## config.mk

```make
export PLATFORM = sky130hd
export DESIGN_NAME = alu_share_arb_flat
export DESIGN_NICKNAME = d
export VERILOG_FILES = /design/src/rtl/alu_share_arb_if.sv /design/src/rtl/alu_share_arb.sv /design/src/flat_wrapper.sv
export SDC_FILE = /design/constraint.sdc
export NUM_CORES = 1
export LEC_CHECK = 0
export CORE_AREA = 2 2 219 221
export CTS_CLUSTER_SIZE = 10
export DETAILED_ROUTE_END_ITERATION = 8
export DIE_AREA = 0 0 221 223
export PLACE_DENSITY = 0.46
export SLEW_MARGIN = 20
export SYNTH_ARGS = -nofsm -noshare
export SYNTH_HDL_FRONTEND = slang
export SYNTH_SLANG_ARGS = --single-unit
```

## constraint.sdc

```tcl
create_clock -name clk -period 5.2 [get_ports clk]
set_input_delay 1.04 -clock clk [delete_from_list [all_inputs] [get_ports clk]]
set_output_delay 1.04 -clock clk [all_outputs]
set_load 0.01 [all_outputs]
```

## src/rtl/alu_share_arb_if.sv

```systemverilog
// ALU control encoding plus the requester/ALU/response bundle for alu_share_arb.
// The slave modport is the arbiter; the master modport is the surrounding pipeline and ALU.
package common;
   typedef enum logic [3:0] {
      ADD = 4'd0,
      SUB = 4'd1,
      AND = 4'd2,
      OR  = 4'd3,
      XOR = 4'd4,
      SLL = 4'd5,
      SRL = 4'd6,
      SLT = 4'd7
   } ALU_CTR;
endpackage

interface alu_share_arb_if #(
   parameter int NREQ = 2,
   parameter int IDW  = $clog2(NREQ)
);
   logic [NREQ-1:0]                           req_valid;
   logic [NREQ-1:0]                           req_ready;
   logic [NREQ*64-1:0]                        req_a;
   logic [NREQ*64-1:0]                        req_b;
   logic [NREQ*$bits(common::ALU_CTR)-1:0]    req_op;
   logic [63:0]                               alu_a;
   logic [63:0]                               alu_b;
   common::ALU_CTR                            alu_ctrl;
   logic [63:0]                               alu_out;
   logic                                      alu_zero;
   logic                                      resp_valid;
   logic                                      resp_ready;
   logic [63:0]                               resp_data;
   logic                                      resp_zero;
   logic [IDW-1:0]                            resp_id;
   logic [31:0]                               op_count;

   modport slave (
      input  req_valid, req_a, req_b, req_op, alu_out, alu_zero, resp_ready,
      output req_ready, alu_a, alu_b, alu_ctrl, resp_valid, resp_data, resp_zero, resp_id, op_count
   );

   modport master (
      output req_valid, req_a, req_b, req_op, alu_out, alu_zero, resp_ready,
      input  req_ready, alu_a, alu_b, alu_ctrl, resp_valid, resp_data, resp_zero, resp_id, op_count
   );
endinterface

```

## src/rtl/alu_share_arb.sv

```systemverilog
// Round-robin share of one combinational ALU; result registered the cycle a request is granted.
// A held (unconsumed) response blocks all grants; a pop and a new grant may share one cycle.
module alu_share_arb
   import common::*;
#(
   parameter int NREQ = 2,
   parameter int IDW  = $clog2(NREQ)
) (
   input logic            clk,
   input logic            reset,
   alu_share_arb_if.slave bus
);
   localparam int CW = $bits(ALU_CTR);

   typedef enum logic {EMPTY = 1'b0, FULL = 1'b1} state_t;

   state_t          state;
   logic [IDW-1:0]  ptr;
   logic [IDW-1:0]  grant_idx;
   logic [IDW-1:0]  idx;
   logic [IDW:0]    sum;
   logic            grant_vld;
   logic            slot_free;
   logic [63:0]     resp_data_q;
   logic            resp_zero_q;
   logic [IDW-1:0]  resp_id_q;
   logic [31:0]     op_cnt_q;
   logic [63:0]     a_arr  [NREQ];
   logic [63:0]     b_arr  [NREQ];
   ALU_CTR          op_arr [NREQ];

   for (genvar i = 0; i < NREQ; i++) begin : g_unpack
      assign a_arr[i]  = bus.req_a[64*i +: 64];
      assign b_arr[i]  = bus.req_b[64*i +: 64];
      assign op_arr[i] = ALU_CTR'(bus.req_op[CW*i +: CW]);
   end

   assign slot_free = (state == EMPTY) || bus.resp_ready;

   // Search ptr, ptr+1, ... modulo NREQ; works for non-power-of-two NREQ.
   always_comb begin
      grant_vld = 1'b0;
      grant_idx = '0;
      sum       = '0;
      idx       = '0;
      for (int k = 0; k < NREQ; k++) begin
         sum = {1'b0, ptr} + (IDW+1)'(k);
         if (sum >= (IDW+1)'(NREQ)) sum = sum - (IDW+1)'(NREQ);
         idx = sum[IDW-1:0];
         if (!grant_vld && bus.req_valid[idx]) begin
            grant_vld = 1'b1;
            grant_idx = idx;
         end
      end
      if (reset || !slot_free) grant_vld = 1'b0;
   end

   assign bus.req_ready = grant_vld ? (NREQ'(1) << grant_idx) : '0;
   assign bus.alu_a     = grant_vld ? a_arr[grant_idx]  : '0;
   assign bus.alu_b     = grant_vld ? b_arr[grant_idx]  : '0;
   assign bus.alu_ctrl  = grant_vld ? op_arr[grant_idx] : ADD;

   always_ff @(posedge clk or posedge reset) begin
      if (reset) begin
         state       <= EMPTY;
         ptr         <= '0;
         resp_data_q <= '0;
         resp_zero_q <= 1'b0;
         resp_id_q   <= '0;
         op_cnt_q    <= '0;
      end else if (grant_vld) begin
         state       <= FULL;
         resp_data_q <= bus.alu_out;
         resp_zero_q <= bus.alu_zero;
         resp_id_q   <= grant_idx;
         ptr         <= (grant_idx == IDW'(NREQ-1)) ? '0 : grant_idx + 1'b1;
         op_cnt_q    <= op_cnt_q + 32'd1;
      end else if (bus.resp_ready) begin
         state <= EMPTY;
      end
   end

   assign bus.resp_valid = (state == FULL);
   assign bus.resp_data  = resp_data_q;
   assign bus.resp_zero  = resp_zero_q;
   assign bus.resp_id    = resp_id_q;
   assign bus.op_count   = op_cnt_q;
endmodule

```

## src/flat_wrapper.sv

```systemverilog
// flat-port wrapper written by rule: the top's interface ports become plain ports
module alu_share_arb_flat import common::*;
#(
   parameter int NREQ = 2,
   parameter int IDW  = $clog2(NREQ)
)
  (clk, reset, bus_req_valid, bus_req_a, bus_req_b, bus_req_op, bus_alu_out, bus_alu_zero, bus_resp_ready, bus_req_ready, bus_alu_a, bus_alu_b, bus_alu_ctrl, bus_resp_valid, bus_resp_data, bus_resp_zero, bus_resp_id, bus_op_count);
  alu_share_arb_if #(.NREQ(NREQ), .IDW(IDW)) bus_i ();
  input logic clk;
  input logic reset;
  input wire logic [$bits(bus_i.req_valid)-1:0] bus_req_valid;
  input wire logic [$bits(bus_i.req_a)-1:0] bus_req_a;
  input wire logic [$bits(bus_i.req_b)-1:0] bus_req_b;
  input wire logic [$bits(bus_i.req_op)-1:0] bus_req_op;
  input wire logic [$bits(bus_i.alu_out)-1:0] bus_alu_out;
  input wire logic [$bits(bus_i.alu_zero)-1:0] bus_alu_zero;
  input wire logic [$bits(bus_i.resp_ready)-1:0] bus_resp_ready;
  output wire logic [$bits(bus_i.req_ready)-1:0] bus_req_ready;
  output wire logic [$bits(bus_i.alu_a)-1:0] bus_alu_a;
  output wire logic [$bits(bus_i.alu_b)-1:0] bus_alu_b;
  output wire logic [$bits(bus_i.alu_ctrl)-1:0] bus_alu_ctrl;
  output wire logic [$bits(bus_i.resp_valid)-1:0] bus_resp_valid;
  output wire logic [$bits(bus_i.resp_data)-1:0] bus_resp_data;
  output wire logic [$bits(bus_i.resp_zero)-1:0] bus_resp_zero;
  output wire logic [$bits(bus_i.resp_id)-1:0] bus_resp_id;
  output wire logic [$bits(bus_i.op_count)-1:0] bus_op_count;
  assign bus_i.req_valid = bus_req_valid;
  assign bus_i.req_a = bus_req_a;
  assign bus_i.req_b = bus_req_b;
  assign bus_i.req_op = bus_req_op;
  assign bus_i.alu_out = bus_alu_out;
  assign bus_i.alu_zero = bus_alu_zero;
  assign bus_i.resp_ready = bus_resp_ready;
  assign bus_req_ready = bus_i.req_ready;
  assign bus_alu_a = bus_i.alu_a;
  assign bus_alu_b = bus_i.alu_b;
  assign bus_alu_ctrl = bus_i.alu_ctrl;
  assign bus_resp_valid = bus_i.resp_valid;
  assign bus_resp_data = bus_i.resp_data;
  assign bus_resp_zero = bus_i.resp_zero;
  assign bus_resp_id = bus_i.resp_id;
  assign bus_op_count = bus_i.op_count;
  alu_share_arb #(.NREQ(NREQ), .IDW(IDW)) u_core (.clk(clk), .reset(reset), .bus(bus_i));
endmodule
```

Word-level counts from Yosys, hierarchy flattened
Cells that the tools add are included.
W data, S select, Z words.
{"block": "classes", "addsub": 5, "order_cmp": 5, "shifts": 1, "n_reduce_logical": 6, "n_bitwise": 2, "n_mux": 27}
{"op": "$mux W64", "n": 8}
{"op": "$add A32 B1 Y32 const B", "n": 1}
{"op": "$mux W4", "n": 4}
{"op": "$mux W1", "n": 14}
{"op": "$ge A2 B2 Y1 const B", "n": 2}
{"op": "$lt A1 B2 Y1 const B", "n": 2}
{"op": "$add A1 B1 Y2 const B", "n": 1}
{"op": "$ge A1 B2 Y1 const B", "n": 1}
{"op": "$logic_not A1 Y1", "n": 2}
{"op": "$logic_or A1 B1 Y1", "n": 2}
{"op": "$mux W2", "n": 1}
{"op": "$not A1 Y2", "n": 1}
{"op": "$reduce_bool A2 Y1", "n": 1}
{"op": "$shl A1 B1 Y2 const A", "n": 1}
{"op": "$sub A1 B1 Y1 const B", "n": 2}
{"op": "$add A1 B1 Y1 const B", "n": 1}
{"op": "$logic_and A1 B1 Y1", "n": 1}
{"op": "$not A1 Y1", "n": 1}
{"block": "totals", "input_bits": 334, "ff_bits": 100}

Longest topological paths before layout
Gate-level depths: netlist of the first run.
{"block": "logic_depth", "ltp_word": 13, "depth_mapped": 7, "depth_no_buf": 5}

Least setup slack after synthesis of the first run
OpenSTA, ideal clock, no wires.
{"block": "synth_timing", "path_type": "input-to-output", "start": "input port reset", "end": "output port bus_alu_a[10]", "t_arrival_ns": 4.465, "t_required_ns": 4.160, "setup_slack_ns": -0.305, "cell_stages": 6, "n_path_buf": 3, "cell_sequence": "inv_1 > and4b_1 > buf_2 > clkbuf_1 > buf_1 > a22o_1"}
{"block": "synth_between", "elab_chain_cells": 3}
{"item": "from (decl)", "line_no": "flat_wrapper.sv:10", "rtl": "input logic reset;"}
{"item": "$logic_or A1 B1 Y1", "line_no": "alu_share_arb.sv:55", "rtl": "if (reset || !slot_free) grant_vld = 1'b0;"}
{"item": "$mux W1", "line_no": "alu_share_arb.sv:55"}
{"item": "$mux W64", "line_no": "alu_share_arb.sv:59", "rtl": "assign bus.alu_a = grant_vld ? a_arr[grant_idx] : '0;"}
{"item": "to (decl)", "line_no": "flat_wrapper.sv:19", "rtl": "output wire logic [$bits(bus_i.alu_a)-1:0] bus_alu_a;"}
No other way between the ends.

Worst setup path after layout of the first run
{"block": "layout_timing", "start": "input port bus_req_valid[1]", "end": "output port bus_alu_b[0]"}
{"block": "layout_between", "elab_chain_cells": 11, "elab_cells_between_ends": 16, "cone_classes": "mux (13); bitwise (1); reduce/logical (2)"}
{"item": "from (decl)", "line_no": "flat_wrapper.sv:11", "rtl": "input wire logic [$bits(bus_i.req_valid)-1:0] bus_req_valid;"}
{"item": "$mux W1 (not written as such) (2 in a row)", "line_no": "alu_share_arb.sv:50", "rtl": "if (!grant_vld && bus.req_valid[idx]) begin"}
{"item": "$mux W1", "line_no": "alu_share_arb.sv:50"}
{"item": "$logic_not A1 Y1", "line_no": "alu_share_arb.sv:50"}
{"item": "$logic_and A1 B1 Y1", "line_no": "alu_share_arb.sv:50"}
{"item": "$mux W1", "line_no": "alu_share_arb.sv:50"}
{"item": "$not A1 Y2 (not written as such)", "line_no": "alu_share_arb.sv:60", "rtl": "assign bus.alu_b = grant_vld ? b_arr[grant_idx] : '0;"}
{"item": "$mux W64 (not written as such) (3 in a row)", "line_no": "alu_share_arb.sv:60"}
{"item": "$mux W64 *", "line_no": "alu_share_arb.sv:60"}
{"item": "to (decl)", "line_no": "flat_wrapper.sv:20", "rtl": "output wire logic [$bits(bus_i.alu_b)-1:0] bus_alu_b;"}
Every way passes the cells marked *; elsewhere a longest branch is shown, timed or not. The select of a mux whose other input is x is not followed.

==> summary.md, run 1 <==
The logs give 100 for the clock sink total and 80 for the site row count. 567 I/O pins were placed. Synthesis-to-finish area growth: 127.2%. The path with the worst hold slack has its endpoint at u_core.bus.resp_data[6].

From left edge to right edge, the die measures 221 µm. The combined area of all synthesized cells is 5274 µm², and the number of unique standard cell types used by synthesis is 26. The area of all placed cells without fillers came out at 11980 µm². After the first detailed-routing iteration, the DRC count stood at 263. The initial antenna violation count is 14, and the final count of pins violating max slew is 0. The number of setup buffers added after CTS was 0; the average routed wire per standard cell was 19.67 µm.

Of all nets on the critical path, the largest fanout is 59. In this run, post-CTS hold repair placed 0 buffers. For the worst setup path, the data required time is 4.16 ns. Final hold analysis gives a worst-case slack of 0.4743 ns.

For this run, asynchronously set or reset flops after synthesis account for 100.0%. The logs give 210.0 MHz for the highest clock rate and 2 for the maximum buffer depth of the clock tree. Summed over all layers, the routed wires come to 34280 µm. In this run the clock root is driven by a sky130_fd_sc_hd__clkbuf_16. The tools report the critical path endpoint category as an output port. Entering global routing, the biggest net connects 91 pins.

For the total global routing track utilization, the log shows 13.42%. Buffers inserted during clock tree synthesis total 9. The tools report the iteration count of the initial detailed-routing pass as 5. The endpoint identified for the worst register-to-register timing path is u_core.bus.op_count[21]. TritonCTS built the clock tree.

The region available for standard cell placement spans 47150 µm². The count of maximum capacitance violations came out at 0. The synthesized netlist devotes 5.148% of its cell area to XOR and XNOR gates.

The startpoint of the worst register-to-register path was u_core.bus.resp_valid. For the pin with the worst max-slew slack, the measured transition is 0.8037 ns. For the worst-skew pair later-pin latency, the log shows 0.38 ns.

For this run, the number of Yosys warnings is 0. The mux contribution to synthesized area came out at 0%. The run finished with clean final reports.

The post-route minimum period is 4.761 ns. The floorplan step defined a die boundary enclosing 49280 µm². Setup violations remaining at the end of the flow were counted as 0. The worst voltage drop across the vdd grid is 0.2617 mV. The compound-cell area share of the yosys netlist is 22.51%. Yosys attributes the largest share of cell area to sky130_fd_sc_hd__dfrtp_1 (47%), sky130_fd_sc_hd__a22o_1 (22%), sky130_fd_sc_hd__nand2_1 (15%).

Start point of the worst hold path: u_core.bus.resp_data[6]. The leakage power total is 4.917 nW. Routability-driven placement finished with a final weighted congestion of 0.8162. The fraction of final layout cells sized beyond drive strength 1 was 3.378%. Clock-pin slew was measured on the worst setup and hold paths at 0.07 ns. The y dimension of the die is 223 µm, and the number of enable flip-flop cells after synthesis is 0. The adder and majority cell fraction of the synthesized area was 0.2372%.

The tightest slew margin relative to the limit was 46.42%; the post-detailed-route DRC marker count was 0. In the synthesized netlist, the cells that appear most often are sky130_fd_sc_hd__nand2_1 (212), sky130_fd_sc_hd__a22o_1 (132), sky130_fd_sc_hd__dfrtp_1 (100). The tools report the post-synth net total as 911. In this run the biggest area consumer among cell types represents 47.45% of the synthesized area. The worst setup path is launched from an input pin. In the routed layout, each cell is associated on average with a via count of 3.775. In this run the register-to-register setup slack is 3.09 ns. The dominant register cell in the synthesized netlist was sky130_fd_sc_hd__dfrtp_1. The data arrival time of the critical path was 3.72 ns; the summed negative setup slack over all endpoints was 0 ns. The run gives 11690 µm² as the post-place instance area.

Average instance area after synthesis: 9.156 µm². Of all cell types, the one taking the most synthesized area is sky130_fd_sc_hd__dfrtp_1. Counting instances, the worst hold path has a depth of 2.

The run gives 6585 as the number of global-route vias before repair. Synthesis handed over a netlist of 576 instances. The number of nets in the final layout was 1455. After clock tree synthesis, the repair step resized 0 gates. In this run the worst setup path begins at bus_req_valid[1]. The worst reg-to-reg path cell count came out at 7.

The path class of the tightest hold or removal check is flip-flop to flip-flop. The number of synthesized register bits works out to 100. Setup repair after global routing left no endpoint under its margin. Once detail routing completed, the nets flagged for antenna violations numbered 0. Detailed placement finished with a half-perimeter wire length of 28690 µm. Once the floorplan was initialized, standard cells occupied 11.19% of the core.

For this block, the via count after detailed routing is 6579. By area, the combinational part of the netlist is dominated by compound AO/OA/AOI/OAI gates. The synthesized-area fraction occupied by and/or/nand/nor cells is 20.40%, and the H-tree depth is 3. The most used standard cell by instance count after synthesis was sky130_fd_sc_hd__nand2_1. The number of endpoints with negative hold slack in the final report was 0.

For this design the ratio of total power to cell area is 231.5 nW/µm². Summing the sequential cell areas from Yosys gives 47.45% of the chip area. In this run the tool buffered the top-level ports with 566 buffer cells. Summed over all layers, the global routing overflow is 0. Of the available clock period, the critical path in the final layout requires 91.55%. The clock skew after layout is 0.01021 ns. The run gives 47940 µm as the global-route wire length before repair. Category of the most critical setup path: input pin to output port.
-- registers in the layout (all words and copies together) (netlist names) --
name                   count
u_core.bus.resp_valid      1
u_core.bus.resp_zero       1
u_core.ptr                 1
u_core.bus.resp_data      64
u_core.bus.resp_id         1
u_core.bus.op_count       32
-- worst max-delay path by stage --
stage / to / slack (ns)
after global routing: bus_alu_b[33] / 0.32
after detailed placement: bus_alu_b[33] / 0.46
after CTS: bus_alu_b[33] / 0.46
after floorplan: bus_alu_a[10] / 0.37
final: bus_alu_b[0] / 0.44
after global placement: bus_alu_b[33] / 0.45
-- metrics by stage --
stage / total power [mW] / utilization [%] / setup slack (ns) / cells
4_1_cts: 2.837 / 25.40 / 0.4595 / 1740
3_5_place_dp: 2.124 / 24.79 / 0.4590 / 1724
2_1_floorplan: 1.331 / - / 0.3690 / 576
6_report: 2.774 / 25.41 / 0.4392 / 1743
5_1_grt: 2.939 / 25.41 / 0.3163 / 1743
3_3_place_gp: 2.124 / 24.79 / 0.4547 / 1724
-- per-layer routing --
| metal | up-vias | routed length, µm | global-route usage, % |
|---|---|---|---|
| met3 | 46 | 3592 | 6.019 |
| met2 | 355 | 16990 | 23.22 |
| met1 | 3070 | 12860 | 14.87 |
| met5 | - | 40 | 0 |
| li1 | 3102 | - | - |
| met4 | 6 | 796 | 3.637 |
-- cell families after synthesis --
logic type	count (synthesis)
AND/OR/NAND/NOR	260
AO/OA/AOI/OAI	135
flip-flops	100
buffers and inverters	49
XOR/XNOR	31
adder cells (fa/ha/maj)	1
-- critical path, cell delays in order --
cell                              delay, ns
sky130_fd_sc_hd__clkdlybuf4s50_1       0.55
sky130_fd_sc_hd__nor2_1                0.12
sky130_fd_sc_hd__or3_2                 0.46
sky130_fd_sc_hd__a21oi_4               0.15
sky130_fd_sc_hd__buf_12                0.27
sky130_fd_sc_hd__buf_12                0.23
sky130_fd_sc_hd__a22o_1                0.24
sky130_fd_sc_hd__clkdlybuf4s50_1       0.57
-- cells in the final DEF, fill, tap and decap left out --
cell type,count
sky130_fd_sc_hd__nor4_2,1
sky130_fd_sc_hd__and4b_4,1
sky130_fd_sc_hd__inv_1,2
sky130_fd_sc_hd__nor3_1,3
sky130_fd_sc_hd__ha_1,1
sky130_fd_sc_hd__nor2b_1,2
sky130_fd_sc_hd__nor2_1,8
sky130_fd_sc_hd__diode_2,3
sky130_fd_sc_hd__a21oi_4,1
sky130_fd_sc_hd__buf_4,10
sky130_fd_sc_hd__nor3_4,1
sky130_fd_sc_hd__nand2b_1,2
sky130_fd_sc_hd__clkdlybuf4s50_1,562
sky130_fd_sc_hd__clkinvlp_4,2
sky130_fd_sc_hd__clkbuf_1,1
sky130_fd_sc_hd__clkbuf_16,9
sky130_fd_sc_hd__a21o_1,2
sky130_fd_sc_hd__or3_2,1
sky130_fd_sc_hd__nand2_1,212
sky130_fd_sc_hd__buf_12,7
sky130_fd_sc_hd__a22o_1,132
sky130_fd_sc_hd__and3_1,6
sky130_fd_sc_hd__nand4_1,11
sky130_fd_sc_hd__clkinv_4,2
sky130_fd_sc_hd__and4_1,1
sky130_fd_sc_hd__xor2_1,6
sky130_fd_sc_hd__inv_6,1
sky130_fd_sc_hd__dfrtp_1,100
sky130_fd_sc_hd__clkbuf_8,1
sky130_fd_sc_hd__nor4_1,1
sky130_fd_sc_hd__xnor2_1,25
sky130_fd_sc_hd__inv_8,1
sky130_fd_sc_hd__nand3_1,10
-- power by group --
part           internal (mW)  total, mW  leakage (nW)  switching, mW
clock                  0.345      0.681         0.138          0.336
sequential             0.884      0.963          1.27         0.0787
combinational          0.672       1.13          3.51          0.458
-- area by class of cell --
type	count	area, µm²
fill	5068	35160
timing repair buffer	579	5841
multi-input combinational	427	2559
sequential	100	2502
tap	615	769.5
clock buffer	11	242.7
clock inverter	5	45.04
inverter	3	15.01
antenna	3	7.507
Power figures use the tool's default switching activity.
==> run 2, diff against run 1 <==
--- a/config.mk
+++ b/config.mk
@@ -9,7 +9,7 @@
 export CTS_CLUSTER_SIZE = 10
 export DETAILED_ROUTE_END_ITERATION = 8
 export DIE_AREA = 0 0 221 223
-export PLACE_DENSITY = 0.46
+export PLACE_DENSITY = 0.45
 export SLEW_MARGIN = 20
 export SYNTH_ARGS = -nofsm -noshare
 export SYNTH_HDL_FRONTEND = slang
==> constraint.sdc (replaced) <==
create_clock -name clk -period 5.5 [get_ports clk]
set_input_delay 1.1 -clock clk [delete_from_list [all_inputs] [get_ports clk]]
set_output_delay 1.1 -clock clk [all_outputs]
set_load 0.01 [all_outputs]
==> run 2 against run 1 <==
  * Worst setup slack improved by 0.12 ns
  * Flip-flop and latch count did not move
  * Via count rose by 1.9%
  * Clock skew barely moved
  * Critical path depth did not move
  * Cell count rose by 1.1%
  * First-iteration DRC count fell by 10%
  * Power fell by 4.7%
  * Critical endpoint is now bus_alu_b[44]
  * Largest cell class unchanged
  * Highest routed layer unchanged
==> summary.md, run 2 (synthesized netlist as in run 1, its figures left out) <==
For this run, the post-layout net count is 1459. The run gives 567 as the number of primary I/O pins. The worst hold path belongs to the class flip-flop to flip-flop. Timing would allow up to 202.5 MHz. The count of maximum capacitance violations was 0. The clock sink total was 100.

For this run the aggregate overflow at the end of global routing stands at 0. The critical path contains buffers and inverters numbering 5 combined. Filler cell count in the final layout: 5091. The clock reaches the later pin of the worst-skew pair after 0.38 ns. For the starting density of the core, the log shows 11.19%. Buffers inserted to repair hold after CTS numbered 0. The run gives 0 as the final count of pins violating max slew.

The routed layout has 6701 vias. The clock period could shrink to 4.939 ns. On the critical path, the stage with the largest delay is an instance of sky130_fd_sc_hd__or3_2. The tools report the number of setup violations in the final report as 0. The signal on the critical path passes through clkdlybuf4s50_1 -> or3_2 -> a21oi_4 -> buf_12 -> buf_4 -> buf_4 -> a22o_1 -> clkdlybuf4s50_1.

The kind of start point of the critical path is an input pin. The critical path's largest stage delay works out to 0.60 ns. The first global-routing pass estimated 51430 µm of wire.

Detailed placement ended at an HPWL of 31290 µm. The clock arrives with 0.01063 ns of skew. The run finished with clean final reports. The detail route stage leaves a number of antenna-violating nets equal to 0. Post-detailed-route DRC marker count: 0. STA classifies the critical path endpoint as an output port.

In this run the power density over the cells is 219.0 nW/µm². The total area inside the core boundary comes to 47150 µm². Global routing used 14.45% of the available tracks across all layers. The leading cell type in the layout, fill and taps excluded is sky130_fd_sc_hd__clkdlybuf4s50_1. The final layout contains routed wiring with a total length of 37350 µm. Setup repair after global routing left no endpoint under its margin. Entering global routing, the biggest net connects 71 pins. The tools report the detailed router's first-iteration violation count as 236. The finished layout holds 1762 standard cells, fillers aside.

The endpoint identified for the worst register-to-register timing path is u_core.bus.op_count[31]. The run gives 0.5609 ns as the final worst slack. The logs give 26 for the initial antenna violation count and 24.29% for the met2 demand-to-capacity share in global routing. The logs give 4.40 ns for the required time at the endpoint of the critical path and 0.4753 ns for the hold slack. Summing all flip-flop and latch instances after layout gives 2502 µm².

The tools report the met1 global-route usage as 15.17%. TritonCTS built the clock tree. In this run the horizontal extent of the chip is 221 µm. The average routed wire per standard cell came out at 21.20 µm.

In this run the vertical extent of the chip is 223 µm. The number of gates given a new drive strength after cts was 0; the critical-path maximum fanout was 24. The leakage power total came out at 4.931 nW.

Leaving out fill and tap cells, the most frequent cells in the layout are sky130_fd_sc_hd__clkdlybuf4s50_1 (566), sky130_fd_sc_hd__nand2_1 (212), sky130_fd_sc_hd__a22o_1 (132). Clock root buffer master: sky130_fd_sc_hd__clkbuf_16. The worst hold path depth was 2.

The largest delay contributor family on the critical path was buffers and inverters. Number of global-route vias before repair: 6868. The tools report the tightest slew margin relative to the limit as 40.48%. Following the worst setup path forward leads to its endpoint at bus_alu_b[44]. Final estimated routing congestion in global placement: 0.9365.

The data arrival time of the critical path was 3.84 ns; the worst voltage drop across the vdd grid was 0.1539 mV. In the final layout, the share of cells above drive strength 1 is 3.454%. The TritonCTS buffer count was 9. Clock-pin slew was measured on the worst setup and hold paths at 0.07 ns.

Number of endpoints with negative hold slack in the final report: 0. The run gives 7 as the iteration count of the initial detailed-routing pass. The most critical setup path has its startpoint at reset. The worst register-to-register path begins at u_core.bus.op_count[0]. Setup slack at placement: 0.5491 ns. After floorplanning, the core was divided into 80 placement rows.

The via density per instance works out to 3.803. The category of the most critical setup path was input pin to output port. At the pin with the least slew margin, the transition time is 0.8928 ns. Of the available clock period, the critical path in the final layout requires 89.80%. The worst reg-to-reg path cell count was 6.

The number of setup buffers added after CTS is 0. Across all register-to-register paths, the minimum setup slack is 3.42 ns. For the cell count after placement, the log shows 1728. The layer flagged by global routing as most heavily used is met2. The H-tree was split into 3 levels. The met3 track demand over resource in global routing was 5.834%; the critical path depth was 8.

The die area was 49280 µm²; the flip-flop count of the largest register after layout was 64. The count of buffers added on input and output ports is 566. The tools report the area used by multi-input combinational logic as 2559 µm².

Compared with the post-synthesis result, the final layout area differs by 128.7%. Counting along the longest clock path gives a buffer depth of 2. For the final routed database, the setup TNS stands at 0 ns.
## run 2: final cells by class
type / instances / area share, %
timing repair buffer: 583 / 48.75
multi-input combinational: 427 / 21.21
sequential: 100 / 20.74
tap: 615 / 6.379
clock buffer: 9 / 1.867
clock inverter: 7 / 0.5497
antenna: 18 / 0.3734
inverter: 3 / 0.1245
## run 2: tightest hold or removal path, cell delays in order (launching register included)
cell,delay (ns)
sky130_fd_sc_hd__dfrtp_1,0.34
sky130_fd_sc_hd__nand2_1,0.05
sky130_fd_sc_hd__nand2_1,0.05
## run 2: metrics by stage
step	instance area [µm²]	power [mW]	util, %
4_1_cts	12020	2.695	25.49
6_report	12060	2.642	25.59
3_5_place_dp	11730	2.008	24.87
3_3_place_gp	11730	2.009	24.87
5_1_grt	12050	2.788	25.57
2_1_floorplan	5278	1.258	-
## run 2: report_power, final
group | total [mW] | leakage, nW | internal, mW | switching [mW]
Combinational | 1.07 | 3.53 | 0.639 | 0.433
Sequential | 0.912 | 1.27 | 0.836 | 0.0760
Clock | 0.658 | 0.139 | 0.320 | 0.338
## run 2: layer usage
metal / part of all wire [%] / up-vias
met4: 4.3 / 10
met2: 50 / 347
met5: 0.20 / -
li1: - / 3129
met1: 37 / 3162
met3: 8.9 / 53
## run 2: how the worst min path moves through the flow
stage | start | end | slack (ns)
after floorplan | u_core.ptr | u_core.ptr | 0.44
after global placement | u_core.bus.resp_data[4] | u_core.bus.resp_data[4] | 0.46
after detailed placement | u_core.bus.resp_data[27] | u_core.bus.resp_data[27] | 0.46
after CTS | u_core.bus.resp_data[3] | u_core.bus.resp_data[3] | 0.48
after global routing | u_core.bus.resp_data[3] | u_core.bus.resp_data[3] | 0.50
final | u_core.bus.resp_data[3] | u_core.bus.resp_data[3] | 0.48
==> run 3, diff against run 2 <==
--- a/config.mk
+++ b/config.mk
@@ -6,6 +6,7 @@
 export NUM_CORES = 1
 export LEC_CHECK = 0
 export CORE_AREA = 2 2 219 221
+export CTS_CLUSTER_DIAMETER = 60
 export CTS_CLUSTER_SIZE = 10
 export DETAILED_ROUTE_END_ITERATION = 8
 export DIE_AREA = 0 0 221 223
==> results of run 3 <==
The final DEF is identical to that of run 2; final timing and power are the same.
